==> src/rtl/into_one_minus_one_by_n_pkg.sv <==
// Shared constants and helpers for the (1 - 1/N) scaling pipeline.
// Q1.16 reciprocal handling and partial-product widths live here.
package into_one_minus_one_by_n_pkg;

    localparam int D_WIDTH   = 32;
    localparam int FRAC_BITS = 16;
    localparam int F_WIDTH   = FRAC_BITS + 1;
    localparam int F_LO_W    = 9;
    localparam int F_HI_W    = F_WIDTH - F_LO_W;
    localparam int PL_W      = D_WIDTH + F_LO_W;
    localparam int PH_W      = D_WIDTH + F_HI_W;
    localparam int P_W       = D_WIDTH + F_WIDTH;

    localparam logic [F_WIDTH-1:0] ONE_Q16 = 17'd65536;

    // Reciprocals above 1.0 would make the factor negative; pin it to zero.
    function automatic logic [F_WIDTH-1:0] clamp_factor(
        input logic [F_WIDTH-1:0] recip
    );
        if (recip > ONE_Q16) begin
            return '0;
        end
        return ONE_Q16 - recip;
    endfunction

endpackage

==> src/rtl/into_one_minus_one_by_n_mul32x17_split.sv <==
// 32x17 unsigned multiplier split into two registered partial products.
// Low product uses factor bits [8:0], high product uses bits [16:9].
module mul32x17_split
    import into_one_minus_one_by_n_pkg::*;
(
    input  logic               clk,
    input  logic               rst,
    input  logic               en_i,
    input  logic [D_WIDTH-1:0] d_i,
    input  logic [F_WIDTH-1:0] f_i,
    output logic [PL_W-1:0]    pl_o,
    output logic [PH_W-1:0]    ph_o
);

    logic [PL_W-1:0] pl_q, pl_d;
    logic [PH_W-1:0] ph_q, ph_d;

    always_comb begin
        pl_d = pl_q;
        ph_d = ph_q;
        if (en_i) begin
            pl_d = PL_W'(d_i) * PL_W'(f_i[F_LO_W-1:0]);
            ph_d = PH_W'(d_i) * PH_W'(f_i[F_WIDTH-1:F_LO_W]);
        end
    end

    always_ff @(posedge clk) begin
        if (rst) begin
            pl_q <= '0;
            ph_q <= '0;
        end else begin
            pl_q <= pl_d;
            ph_q <= ph_d;
        end
    end

    assign pl_o = pl_q;
    assign ph_o = ph_q;

endmodule

==> src/rtl/into_one_minus_one_by_n.sv <==
// Prod = floor(D * (1 - 1/N)) with a fixed 3-cycle pipeline latency.
// Stage 1 clamps the factor, stage 2 multiplies, stage 3 recombines.
module into_one_minus_one_by_n
    import into_one_minus_one_by_n_pkg::*;
(
    input  logic               clk,
    input  logic               rst,
    input  logic               in_valid,
    input  logic [D_WIDTH-1:0] D,
    input  logic [F_WIDTH-1:0] One_by_N,
    output logic               out_valid,
    output logic [D_WIDTH-1:0] Prod
);

    logic [D_WIDTH-1:0] d_q, d_d;
    logic [F_WIDTH-1:0] f_q, f_d;
    logic               v1_q, v2_q, v3_q;
    logic [D_WIDTH-1:0] prod_q, prod_d;
    logic [PL_W-1:0]    pl;
    logic [PH_W-1:0]    ph;

    always_comb begin
        d_d = d_q;
        f_d = f_q;
        if (in_valid) begin
            d_d = D;
            f_d = clamp_factor(One_by_N);
        end
    end

    mul32x17_split u_mul (
        .clk  (clk),
        .rst  (rst),
        .en_i (v1_q),
        .d_i  (d_q),
        .f_i  (f_q),
        .pl_o (pl),
        .ph_o (ph)
    );

    // Product is below 2^48, so bits [47:16] carry the whole result.
    always_comb begin
        prod_d = prod_q;
        if (v2_q) begin
            prod_d = D_WIDTH'((P_W'(pl) + (P_W'(ph) << F_LO_W)) >> FRAC_BITS);
        end
    end

    always_ff @(posedge clk) begin
        if (rst) begin
            d_q    <= '0;
            f_q    <= '0;
            v1_q   <= 1'b0;
            v2_q   <= 1'b0;
            v3_q   <= 1'b0;
            prod_q <= '0;
        end else begin
            d_q    <= d_d;
            f_q    <= f_d;
            v1_q   <= in_valid;
            v2_q   <= v1_q;
            v3_q   <= v2_q;
            prod_q <= prod_d;
        end
    end

    assign out_valid = v3_q;
    assign Prod      = prod_q;

endmodule

==> config.mk <==
export PLATFORM = sky130hd
export DESIGN_NAME = into_one_minus_one_by_n
export DESIGN_NICKNAME = d
export VERILOG_FILES = /design/src/rtl/into_one_minus_one_by_n_pkg.sv /design/src/rtl/into_one_minus_one_by_n_mul32x17_split.sv /design/src/rtl/into_one_minus_one_by_n.sv
export SDC_FILE = /design/constraint.sdc
export NUM_CORES = 2
export LEC_CHECK = 0
export CAP_MARGIN = 25
export CORE_MARGIN = 5
export CORE_UTILIZATION = 55
export DETAILED_ROUTE_END_ITERATION = 16
export PLACE_DENSITY = 0.76
export SYNTH_ARGS = -nofsm -noshare
export SYNTH_HDL_FRONTEND = slang
export SYNTH_SLANG_ARGS = --single-unit
==> constraint.sdc <==
create_clock -name clk -period 5.1 [get_ports clk]
set_input_delay 1.275 -clock clk [delete_from_list [all_inputs] [get_ports clk]]
set_output_delay 1.275 -clock clk [all_outputs]
set_load 0.02 [all_outputs]
==> results.cfg <==
[outcome]
outcome = finished with violations
violations = setup timing

[pwr]
power_mw = 3.709
p_int_mw = 2.488
swShare_pct = 32.92
p_sw_mw = 1.221
seqPwrFrac_pct = 35.4
p_leak_nw = 14.60
power_frac_clock_pct = 35.9
powerDensity_nw_per_um2 = 128.7
p_comb_share_pct = 28.7
vdd_drop_max_v = 0.0002709

[sta]
slew_headroom_pct = 47.44
worst_pin_slew_ns = 0.7883
min_period_ns = 5.291
finalCritPeriodShare_pct = 103.7
finClkSkew_ns = 0.01737
rsz0062_at_grt = yes
fin_ws_ns = -0.1912
setup_viol = 20
hold_viol_final = 0
max_freq_mhz = 189.0
drv_slew = 0

[detailed_routing]
drt_wl_total_um = 63180
avgRoutedWirePerCell_um = 18.11
dr.pass1.iters = 5
vias_per_cell = 5.608
initialDrtViolationCount = 1069
vias = 19560
ant_nets = 0
route.detailed.drc = 0

[critical_path]
arrival_ns = 5.71
path_max_fanout = 8
critical_path_class = reg -> reg
cp_slowest_stage_delay_ns = 0.54
worstPathCellList = buf_4, and2_1, fa_1, fa_1, fa_1, inv_1, fa_1, inv_1, ha_1, nand3_1, nor4b_4, a21oi_2, o211ai_1, a22o_1, buf_4, o21ai_2, or4_1, a31oi_1
critPathRequiredTime_ns = 5.52
cpMaxStageDelayCell = fa_1
crit_top_cell = fa_1
end_kind = flip-flop
critPathLaunchType = flip-flop

[final_layout]
regArea_sq_um = 3192
drive_gt1_share_pct = 19.09
fin_util_pct = 68.85
multiInputGateArea_sq_um = 19030
area_growth_pct = 24.15
diodes = 0
finalNetCount = 3524
fin_cells = 3488
fillCellCount = 3152

[synthesis]
ys_warn_count = 0
synth.avg_cell_area_sq_um = 8.808
synth_nets = 3223
synth_seq_area_share_pct = 13.37
synth_edf_count = 0
syn_area_sq_um = 23210
ys.flop_type = dfxtp_1
synth-seq-cells = 155
synthArstFlopShare_pct = 0
synthCells = 2635
synth.distinct_cells = 72

[die]
core_area_sq_um = 41850
io_pins = 85
start_util_pct = 55.46
dieArea_sq_um = 46410
row_count = 75
die_x_um = 215.4
dieHeight_um = 215.4

[cts]
root_buffer = clkbuf_16
cts_tree = built
cts-buffers-inserted = 17
htree_levels = 4
clock_path_buffers = 2
cts.clk_slew.worst_paths_ns = 0.07
cts.sink_count = 155
clkLatencyLatePin_ns = 0.50

[global_routing]
grt_max_degree = 164
antenna_found_initial = 1
grt_pass1_wl_um = 101100
grt.overflow.total = 0
grt_pass1_vias = 20636
track_usage_pct = 26.78

[placed_design]
place.gp.congestion = 0.9304
dp.cells = 3396
dp_hpwl_um = 47230
port_buffers = 84

[run]
drv_cap = 0

[hold_path]
min_path_type = reg -> reg
## cells in the mapped netlist (all sizes together), types with 13 or more instances
| library cell | n | area share, % |
|---|---|---|
| inv | 405 | 6.5 |
| fa | 389 | 34 |
| and2 | 366 | 9.9 |
| nand2 | 242 | 3.9 |
| nor2 | 174 | 2.8 |
| dfxtp | 155 | 13 |
| ha | 147 | 7.9 |
| clkbuf | 125 | 2.0 |
| mux2i | 85 | 3.7 |
| a21oi | 79 | 1.7 |
| xnor2 | 49 | 1.8 |
| o21ai | 43 | 0.94 |
| a21o | 41 | 1.3 |
| xor2 | 34 | 1.3 |
| nand3 | 32 | 0.71 |
| nor3 | 21 | 0.45 |
| a31oi | 19 | 0.51 |
| o21a | 17 | 0.55 |
| a211oi | 14 | 0.50 |
| nor2b | 14 | 0.38 |
| or3 | 14 | 0.40 |
| a22oi | 13 | 0.42 |
| and3 | 13 | 0.35 |
## critical path, delay by kind of cell (launching register included)
family | cells | cell delay [ns]
fa+ha+maj | 5 | 2.42
simple gates | 4 | 1.09
compound gates | 5 | 0.92
buf+inv | 4 | 0.39
flops | 1 | 0.38
## registers in the layout, indices dropped and copies added (netlist names)
signal      count
Prod           32
f_q            17
d_q            32
u_mul.pl_o     32
v1_q            1
out_valid       1
u_mul.ph_o     39
v2_q            1
## routing by layer
metal,track usage (%),wire length (um)
met1,31.87,24380
met2,47.09,32580
met3,4.849,3223
met4,12.69,2980
met5,0,14
## path summary, 6_finish.rpt
path | cells past startpoint | startpoint | end | slack, ns
setup reg to reg | 18 | d_q[5] | u_mul.pl_o[40] | -0.19
hold reg to reg | 2 | Prod[11] | Prod[11] | 0.47
hold / removal | 2 | Prod[11] | Prod[11] | 0.47
setup / recovery | 18 | d_q[5] | u_mul.pl_o[40] | -0.19
## placed cells by master, fill, tap and decap left out, types with 27 or more instances in the layout
cell type / n
inv_1: 391
buf_6: 29
mux2i_1: 85
xnor2_1: 44
nand2_1: 228
ha_1: 125
a21o_1: 41
dfxtp_1: 124
buf_4: 271
and2_1: 349
nand3_1: 27
xor2_1: 33
nor2_1: 170
fa_1: 385
clkdlybuf4s50_1: 82
a21oi_1: 53
## logic make-up after synthesis
logic type,after synthesis,synth area share (%)
buffers and inverters,538,8.701
and+or+nand+nor,930,20.56
adders and majority gates,536,41.48
xor gates and xnor gates,83,3.132
AOI/OAI and AO/OA,308,9.100
DFF,155,13.37
muxes,85,3.666
## final cells by class
cell class / instances / share of cell area, %
Clock buffer: 22 / 1.615
Multi-Input combinational cell: 1942 / 66.03
Clock inverter: 10 / 0.3952
Tap cell: 539 / 2.341
Timing Repair Buffer: 414 / 13.25
Inverter: 406 / 5.289
Sequential cell: 155 / 11.08
## power groups by stage
stage / Sequential (mW) / Combinational [mW] / Clock, mW
after floorplan: 1.32 / 0.539 / 0
after global placement: 1.34 / 0.925 / 0
after detailed placement: 1.34 / 0.951 / 0
after CTS: 1.31 / 1.00 / 1.36
after global routing: 1.32 / 1.16 / 1.40
final: 1.31 / 1.07 / 1.33
## repair_timing
| item | CTS | global route |
|---|---|---|
| buffers inserted | 29 | 36 |
| setup endpoints to repair | 43 | 46 |
| gates cloned | 2 | 1 |
| hold buffers | 0 | 0 |
| endpoints found under the hold margin | 0 | 0 |
| resized for setup | 142 | 151 |
| pin swaps | 76 | 103 |
## through the flow
stage	hold slack (ns)	cell area [sq um]	setup TNS [ns]	worst slack [ns]
floorplan	0.4315	23220	0	0.005758
global placement	0.4556	26560	-4.599	-0.3417
detailed placement	0.4597	26560	-8.818	-0.4773
CTS	0.4690	27980	-1.166	-0.1587
global route	0.4844	28810	-7.799	-0.3426
finish	0.4689	28810	-1.950	-0.1912
(Power assumes the default switching activity.)
